## config.mk

```make
export PLATFORM = sky130hd
export DESIGN_NAME = bcd_counter
export DESIGN_NICKNAME = d
export VERILOG_FILES = /design/src/rtl/bcd_counter.sv
export SDC_FILE = /design/constraint.sdc
export NUM_CORES = 1
export LEC_CHECK = 0
export ABC_AREA = 1
export ABC_CLOCK_PERIOD_IN_PS = 2100
export CORE_ASPECT_RATIO = 0.8
export CORE_UTILIZATION = 55
export DETAILED_ROUTE_END_ITERATION = 12
export HOLD_SLACK_MARGIN = 0.06
export PLACE_DENSITY = 0.76
export SYNTH_ARGS = -nofsm -noshare
export SYNTH_HDL_FRONTEND = slang
export SYNTH_SLANG_ARGS = --single-unit
```

## constraint.sdc

```tcl
create_clock -name clk -period 2.1 [get_ports clk]
set_clock_uncertainty 0.2 [all_clocks]
set_input_delay 0.21 -clock clk [delete_from_list [all_inputs] [get_ports clk]]
set_output_delay 0.21 -clock clk [all_outputs]
set_load 0.05 [all_outputs]
```

## src/rtl/bcd_counter.sv

```systemverilog
// Multi-digit BCD up/down counter with a start/stop toggle, a clock-cycle prescaler,
// synchronous clear and a one-cycle wrap pulse on full-range roll-over.
module bcd_counter #(
  parameter int DIGITS   = 4,
  parameter int TICK_DIV = 50000000
) (
  input  logic       clk,
  input  logic       rst,
  input  logic       start_stop,
  input  logic       clear,
  input  logic       dir,
  output logic [3:0] bcdout [DIGITS-1:0],
  output logic       running,
  output logic       wrap
);

  localparam logic PAUSED = 1'b0;
  localparam logic RUN    = 1'b1;

  localparam int            PW        = (TICK_DIV > 1) ? $clog2(TICK_DIV) : 1;
  localparam logic [PW-1:0] PRESC_TOP = PW'(TICK_DIV - 1);

  logic          state;
  logic          prev;
  logic [PW-1:0] presc;
  logic          ss_edge;
  logic          tick;
  logic          carry;
  logic [3:0]    next_digits [DIGITS-1:0];

  assign ss_edge = start_stop & ~prev;
  assign tick    = (state == RUN) && (presc == PRESC_TOP);

  // Ripple carry/borrow through the digits; carry left over after the last digit
  // means every digit rolled, i.e. a full-range wrap.
  always_comb begin
    // NOTE: every variable gets a value before any branch so no latch is inferred.
    carry = 1'b1;
    for (int i = 0; i < DIGITS; i++) begin
      next_digits[i] = bcdout[i];
      if (carry) begin
        if (dir) begin
          if (bcdout[i] == 4'd9) begin
            next_digits[i] = 4'd0;
          end else begin
            next_digits[i] = bcdout[i] + 4'd1;
            carry          = 1'b0;
          end
        end else begin
          if (bcdout[i] == 4'd0) begin
            next_digits[i] = 4'd9;
          end else begin
            next_digits[i] = bcdout[i] - 4'd1;
            carry          = 1'b0;
          end
        end
      end
    end
  end

  always_ff @(posedge clk) begin
    // NOTE: non-blocking assignments so every register samples pre-edge values.
    if (rst) begin
      state   <= PAUSED;
      prev    <= 1'b0;
      presc   <= '0;
      running <= 1'b0;
      wrap    <= 1'b0;
      // NOTE: the digit array is a handful of flops, not a RAM, so it is reset.
      for (int i = 0; i < DIGITS; i++) bcdout[i] <= 4'd0;
    end else begin
      prev    <= start_stop;
      running <= (state == RUN);
      wrap    <= 1'b0;
      if (ss_edge) state <= (state == RUN) ? PAUSED : RUN;

      if (clear) begin
        presc <= '0;
        for (int i = 0; i < DIGITS; i++) bcdout[i] <= 4'd0;
      end else begin
        if (state == RUN) presc <= (presc == PRESC_TOP) ? '0 : presc + 1'b1;
        if (tick) begin
          for (int i = 0; i < DIGITS; i++) bcdout[i] <= next_digits[i];
          wrap <= carry;
        end
      end
    end
  end

endmodule

```

* Word level (Yosys, flattened, before mapping)
Index checks and enable logic that the tools add are counted.
** Word-level totals
- Register bits after elaboration :: 46
- Input bits :: 5
- Output and inout port bits :: 18
** Operators by class
- Add/sub/neg operators :: 9
- Equality and inequality tests :: 5
- Multiplexer cells :: 28
- Bitwise gates (word level) :: 4
- Reduce and logical (&&, ||, !) cells :: 10
** Operator list (number)
- two-way mux 4 bit :: 12
- adder 26 x 1 -> 26 bit (second input constant) :: 1
- == test 26 bit (second input constant) :: 1
- two-way mux 26 bit :: 1
- adder 4 x 1 -> 4 bit (second input constant) :: 4
- == test 4 bit (second input constant) :: 4
- logical NOT 4 bit :: 4
- subtractor 4 x 1 -> 4 bit (second input constant) :: 4
- two-way mux 1 bit :: 15
- AND reduction 2 bit :: 3
- OR reduction 4 bit :: 1
- inverter 1 bit :: 3
- OR reduction 2 bit :: 1
- AND 1 bit :: 1
- logical AND 1 bit :: 1

* Longest topological paths before layout
Gate-level depths: netlist of the first run.
- Depth in word-level cells :: 7
- Depth in mapped cells :: 12

* Least setup slack after synthesis of the first run
OpenSTA, ideal clock, no wires.
- Path kind :: flip-flop to flip-flop
- Start point :: register bcdout[7] in the netlist's numbering
- End point :: register bcdout[11] in the netlist's numbering
- Setup time :: 0.116 ns
- Arrival :: 1.592 ns
- Path slack :: 0.192 ns
- Stages on the path, launching flop included :: 10
- Path buffers :: 0
- Path through :: dfxtp_1 > inv_1 > nor2_1 > nand2_1 > nand2_1 > nand2_1 > nor2_2 > nand2_4 > o21ai_0 > nor2_1
** On the way
- Longest elaborated chain between the ends :: 5
** RTL lines
- start: declaration :: RTL line 12 : output logic [3:0] bcdout [DIGITS-1:0],
- == test 4 bit or logical NOT 4 bit (tied branches) :: RTL line 43, 50
- two-way mux 1 bit, on equally long branches :: RTL line 43, 50
- two-way mux 1 bit * :: RTL line 42 : if (dir) begin
- two-way mux 1 bit * :: RTL line 41 : if (carry) begin
- AND reduction 2 bit (no line) *
Mark *: on every way between the ends. The rest lies on a longest branch, timed or not.
A chain may end at the register's enable or synchronous reset.

* Worst setup path in the final report of the first run
- Start point :: register bcdout[1] in the netlist's numbering
- End point :: output bcdout[1] in the netlist's numbering
No word-level cell between the ends.

==> qor.yml, run 1 <==
status: "completed"
critPathLaunch: "bcdout[1]"
grt_max_degree: 19
period_minus_slack_ns: 2.03
swShare_pct: 21.3
fmax_ghz: 0.493
ys_seq_area_share_pct: 31.8
p_leak_nw: 1.41
start_util_pct: 57.6
power.switching_mw: 0.385
antenna_found_initial: 0
synthFlopType: "dfxtp_1"
root_buffer: "clkbuf_8"
drc: 0
fp-row-count: 23
cts_sinks: 46
vias: 2974
worst-path-max-fanout: 6
first_global_vias: 2509
r2r_cells: 8
maxCapViolCount: 0
viasPerCell: 5.15
clkPwrFrac_pct: 45.7
path_delay_family: "buffers and inverters"
cts_buffer_depth: 2
post_cts_buffers: 0
drt-wirelength-per-cell_um: 11.5
wirelength_mm: 6.65
port_buffers: 22
diodes: 0
p_int_mw: 1.42
whs_path_depth: 3
power.share.combinational_pct: 5.5
hold_end: "prev"
worstPathArrival_ns: 1.62
h-tree-depth: 2
hold_ws_ns: 0.257
detail-route-antenna-nets: 0
start_kind: "register"
hold_path.class: "input port to register"
critPathBufInv: 1
num-fill-cells: 440
worstMarginPinSlew_ns: 0.539
grt.total_usage_pct: 25.5
overflow: 0
slowest_stage: "clkdlybuf4s50_1"
grt_setup_unrepaired: "no"
fin_crit_sh_pct: 96.5
setup_viol: 0
netlist.area_leader.share_pct: 31.8
syn-num-nets: 491
syn-cell-area_sq_um: 2900
critical_path.endpoint_type: "output pin"
cts_resized: 0
p_per_area_nw_per_um2: 539
seqPwrFrac_pct: 48.8
r2r-start: "presc[0]"
synthTopCellsByArea: "dfxtp_1, nand2_1, nor2_1"
post-dp-hpwl_mm: 5.13
final_max_slew_viol_count: 0
die-width_um: 83.2
pin_count: 23
async_reset_ff_share_pct: 0
ys_types: 30
crit_chain: "clkdlybuf4s50_1"
rr_endpoint: "bcdout[1]"
avgSynthCellArea_sq_um: 5.98
rrSetupSlack_ns: 0.21
postSynthCellCount: 485
fin_nets: 520
worstHoldStart: "start_stop"
path_clk_slew_ns: 0.09
synthToLayoutAreaGrowth_pct: 15.6
die_y_um: 66.9
ys_ff_latch: 46
gp_congestion: 0.915
required_ns: 1.69
core_area_sq_um: 5040
postCtsHoldBufs: 0
die_area_sq_um: 5570
yosysTopAreaCell: "dfxtp_1"
max_stage_delay_ns: 0.85
grt_pass1_wl_mm: 11.4
synth_edf_count: 0
finalHoldViolCount: 0
drive_above_1_share_pct: 9.51
clock_latency_ns: 0.30
ir_worst_vdd_uv: 405
drtPass1Iterations: 5
critical_path_class: "register to output pin"
fin_tns_setup_ns: 0
numCtsBuffers: 5
cts_tree: "built"
slew_headroom_pct: 63.8
yosys_warnings: 0
drt-initial-drc-count: 215
placed cells by master (no fill, tap or decap):
master and count:
a21oi_1 27, a31oi_1 2, and2_1 1, buf_4 9, bufinv_16 2, clkbuf_8 6, clkdlybuf4s50_1 22, clkinv_2 1
dfxtp_1 46, ha_1 1, inv_1 57, inv_2 7, nand2_1 130, nand2_2 7, nand2_4 2, nand3_1 29
nand3_2 3, nand3b_1 1, nand4_1 7, nor2_1 95, nor2_2 7, nor2_4 2, nor2_8 1, nor3_1 14
nor4_1 1, o211ai_1 2, o21ai_0 24, o21ai_2 1, or2_2 1, xor2_1 7
synthesized netlist by cell type (3+ instances only):
cell type / number
nand2_2: 7
nor3_1: 14
dfxtp_1: 46
o21ai_0: 24
nand2_1: 130
xor2_1: 7
nand3_1: 29
inv_2: 7
buf_2: 5
a21oi_1: 27
nand3_2: 3
nor2_2: 7
inv_1: 57
nand4_1: 7
nor2_1: 95
stage by stage:
step,power (mW),cells,area [sq um],utilization [%],setup slack [ns]
2_1_floorplan,0.970,485,2900,-,0.192
3_3_place_gp,0.999,569,3210,63.7,0.258
3_5_place_dp,1.00,569,3210,63.7,0.218
4_1_cts,1.82,577,3350,66.6,0.0741
5_1_grt,1.85,577,3350,66.6,0.0184
6_report,1.81,577,3350,66.6,0.0725
worst max-delay path by stage:
stage | end | slack (ns) | depth (start not counted)
floorplan | bcdout[11] | 0.19 | 9
global placement | bcdout[9] | 0.26 | 10
detailed placement | bcdout[15] | 0.22 | 9
CTS | bcdout[1] | 0.07 | 1
global route | bcdout[1] | 0.02 | 1
finish | bcdout[1] | 0.07 | 1
cell families (layout without fill, tap and decap cells):
family | Yosys count | in the layout | share of synthesized area, %
AO/OA/AOI/OAI | 56 | 56 | 10.1
XOR/XNOR | 7 | 7 | 2.11
adder cells (fa/ha/maj) | 1 | 1 | 0.432
buffers and inverters | 74 | 104 | 10.4
flip-flops | 46 | 46 | 31.8
AND/OR/NAND/NOR | 301 | 301 | 45.3
power by group through the flow:
stage               clock network (mW)  logic [mW]  registers [mW]
finish                           0.825      0.0994           0.881
global route                     0.861       0.112           0.882
CTS                              0.836       0.100           0.881
detailed placement                   0      0.0995           0.901
global placement                     0      0.0977           0.901
floorplan                            0      0.0674           0.902
metal layers:
layer  vias to the layer above  GRT usage [%]  part of all wire, %
met5                         -              0                    0
met3                         4           4.46                  5.9
met4                         0           6.25                 0.66
li1                       1586              -                    -
met1                      1298           39.3                   53
met2                        86           36.0                   40
registers in the layout (all words and copies together) (netlist names):
register  flops
state         1
wrap          1
bcdout       16
presc        26
prev          1
running       1
layout make-up:
| class | instances | area [sq um] | share of cell area (%) |
|---|---|---|---|
| Sequential cell | 46 | 921 | 27.5 |
| Clock buffer | 6 | 82.6 | 2.46 |
| Tap cell | 62 | 77.6 | 2.31 |
| Inverter | 65 | 245 | 7.32 |
| Clock inverter | 2 | 60.1 | 1.79 |
| Timing Repair Buffer | 31 | 288 | 8.59 |
| Multi-Input combinational cell | 365 | 1680 | 50.1 |
No activity file was read; power rests on OpenSTA's default activity.
==> inputs of run 2 (changes only) <==
- CTS_CLUSTER_SIZE: unset -> 30
- REMOVE_ABC_BUFFERS: unset -> 1
==> run 2 against run 1 <==
Effect of this change: hold slack better by 0.0019 ns; power down 0.95%; sequential power is essentially flat; count of clock-buffer cells in the layout unchanged; via count shrank 0.13%; flip-flop and latch count unchanged; die area unchanged; core utilization is 0.55 points lower; setup slack gained 0.0061 ns; first-iteration DRC count decreased by 0.47%.
==> qor.yml, run 2 (synthesis results as in run 1) <==
die-width_um: 83.2  # unchanged
hold_ws_ns: 0.259  # +0.00189 ns
hold_path.class: "input port to register"
regMostFlops: "presc"
fin_crit_sh_pct: 96.3  # -0.29 points
fmax_ghz: 0.495  # +0.30%
final_max_slew_viol_count: 0  # unchanged
finalHoldViolCount: 0  # unchanged
root_buffer: "clkbuf_8"
status: "completed"
grt.total_usage_pct: 24.9  # -0.61 points
h-tree-depth: 2  # unchanged
maxCapViolCount: 0  # unchanged
swShare_pct: 20.7  # -0.67 points
post_cts_buffers: 0  # unchanged
reg.largest.list: "presc (26), bcdout (16)"
final_common_cell: "nand2_1"
synthToLayoutAreaGrowth_pct: 14.7
drive_above_1_share_pct: 8.81  # -0.71 points
slew_headroom_pct: 66.2  # +2.4 points
max_stage_delay_ns: 0.85  # about the same
p_leak_nw: 1.41  # -0.15%
power.share.combinational_pct: 5.5  # about the same
die_y_um: 66.9  # unchanged
cp-endpoint: "bcdout[14]"
worstMarginPinSlew_ns: 0.507  # -0.0323 ns
cts_sinks: 46  # unchanged
drtPass1Iterations: 5  # unchanged
drc: 0  # unchanged
drt-initial-drc-count: 214  # -0.47%
required_ns: 1.69  # about the same
ir_worst_vdd_uv: 377  # -6.9%
critical_path.endpoint_type: "output pin"
worst-path-max-fanout: 6  # unchanged
start_kind: "register"
fp-row-count: 23  # unchanged
cts_tree: "built"
p_int_mw: 1.42  # -0.11%
die_area_sq_um: 5570  # unchanged
fin_tns_setup_ns: 0  # unchanged
rrSetupSlack_ns: 0.21  # about the same
wirelength_mm: 6.68  # +0.42%
p_per_area_nw_per_um2: 538  # -0.13%
power.switching_mw: 0.370  # -4.0%
setup_viol: 0  # unchanged
worstPathArrival_ns: 1.61  # about the same
viasPerCell: 5.18  # +0.56%
gp_congestion: 0.924  # +1.0%
period_minus_slack_ns: 2.02  # -0.00606 ns
start_util_pct: 57.6  # unchanged
seqPwrFrac_pct: 49.2  # +0.4 points
drt-wirelength-per-cell_um: 11.7  # +1.1%
pin_count: 23  # unchanged
slowest_stage: "clkdlybuf4s50_1"
path_delay_family: "buffers and inverters"
vias: 2970  # -0.13%
postCtsHoldBufs: 0  # unchanged
diodes: 0  # unchanged
numCtsBuffers: 5  # unchanged
critPathLaunch: "bcdout[14]"
crit_chain: "clkdlybuf4s50_1"
grt_pass1_wl_mm: 11.2  # -2.5%
critical_path_class: "register to output pin"
overflow: 0  # unchanged
critPathBufInv: 1  # unchanged
cp.depth: 1  # unchanged
worstHoldStart: "start_stop"
clock_latency_ns: 0.30  # about the same
clkPwrFrac_pct: 45.3  # -0.4 points
r2r_cells: 9  # +1
post-dp-hpwl_mm: 5.04  # -1.8%
path_clk_slew_ns: 0.09  # about the same
port_buffers: 22  # unchanged
first_global_vias: 2439  # -2.8%
grt_setup_unrepaired: "no"
antenna_found_initial: 0  # unchanged
final_cell_mix: "nand2_1, nor2_1, inv_1"
detail-route-antenna-nets: 0  # unchanged
num-fill-cells: 471  # +7.0%
fin_nets: 516  # -0.77%
rr_endpoint: "bcdout[14]"
r2r-start: "presc[0]"
cts_buffer_depth: 2  # unchanged
largest_register_ffs: 26  # unchanged
core_area_sq_um: 5040  # unchanged
grt_max_degree: 19  # unchanged
run 2: cell types whose count changed in the layout (fill, tap and decap cells not counted):
| cell | previous run | this run |
|---|---|---|
| buf_4 | 9 | 5 |
| clkdlybuf4s50_1 | 22 | 21 |
| dlymetal6s2s_1 | 0 | 1 |
run 2: power groups by stage:
stage               sequential (mW)  combinational [mW]  clock [mW]
finish                        0.880              0.0988       0.809
global route                  0.881               0.111       0.858
CTS                           0.880              0.0982       0.826
detailed placement            0.900              0.0981           0
global placement              0.900              0.0966           0
floorplan                     0.905              0.0549           0
run 2: final cells by class:
type                       count  area (sq um)  area share, %
multi-input combinational    365          1680           50.5
sequential                    46           921           27.7
timing repair buffer          27           260           7.83
inverter                      65           245           7.38
clock buffer                   6          82.6           2.48
tap                           62          77.6           2.33
clock inverter                 2          60.1           1.81
run 2: how the worst min path moves through the flow:
stage                      to  slack, ns  cells after the start
floorplan               state       0.08                      1
global placement    presc[13]       0.26                      2
detailed placement  presc[13]       0.28                      2
CTS                      prev       0.25                      3
global route             prev       0.30                      3
finish                   prev       0.26                      3
run 2: per-layer routing:
| metal | up-vias | routed length (um) | part of all wire, % | GRT usage, % |
|---|---|---|---|---|
| met4 | 0 | 44 | 0.66 | 5.82 |
| met5 | - | 0 | 0 | 0 |
| met3 | 4 | 329 | 4.9 | 3.72 |
| met1 | 1319 | 3580 | 54 | 36.5 |
| li1 | 1573 | - | - | - |
| met2 | 74 | 2720 | 41 | 38.2 |
run 2: per-stage QoR:
step	cells	instance area, sq um	util (%)	power, mW	worst slack [ns]
after CTS	573	3320	66.0	1.80	0.0502
final	573	3320	66.0	1.79	0.0786
after global placement	565	3180	63.1	0.997	0.227
after floorplan	476	2840	-	0.960	0.192
after global routing	573	3320	66.0	1.85	0.0213
after detailed placement	565	3180	63.1	0.999	0.195
run 2: timing repair:
action | CTS | global route
endpoints found under the setup margin | 0 | 2
hold endpoints to repair | 0 | 0
gates resized for setup | 0 | 1
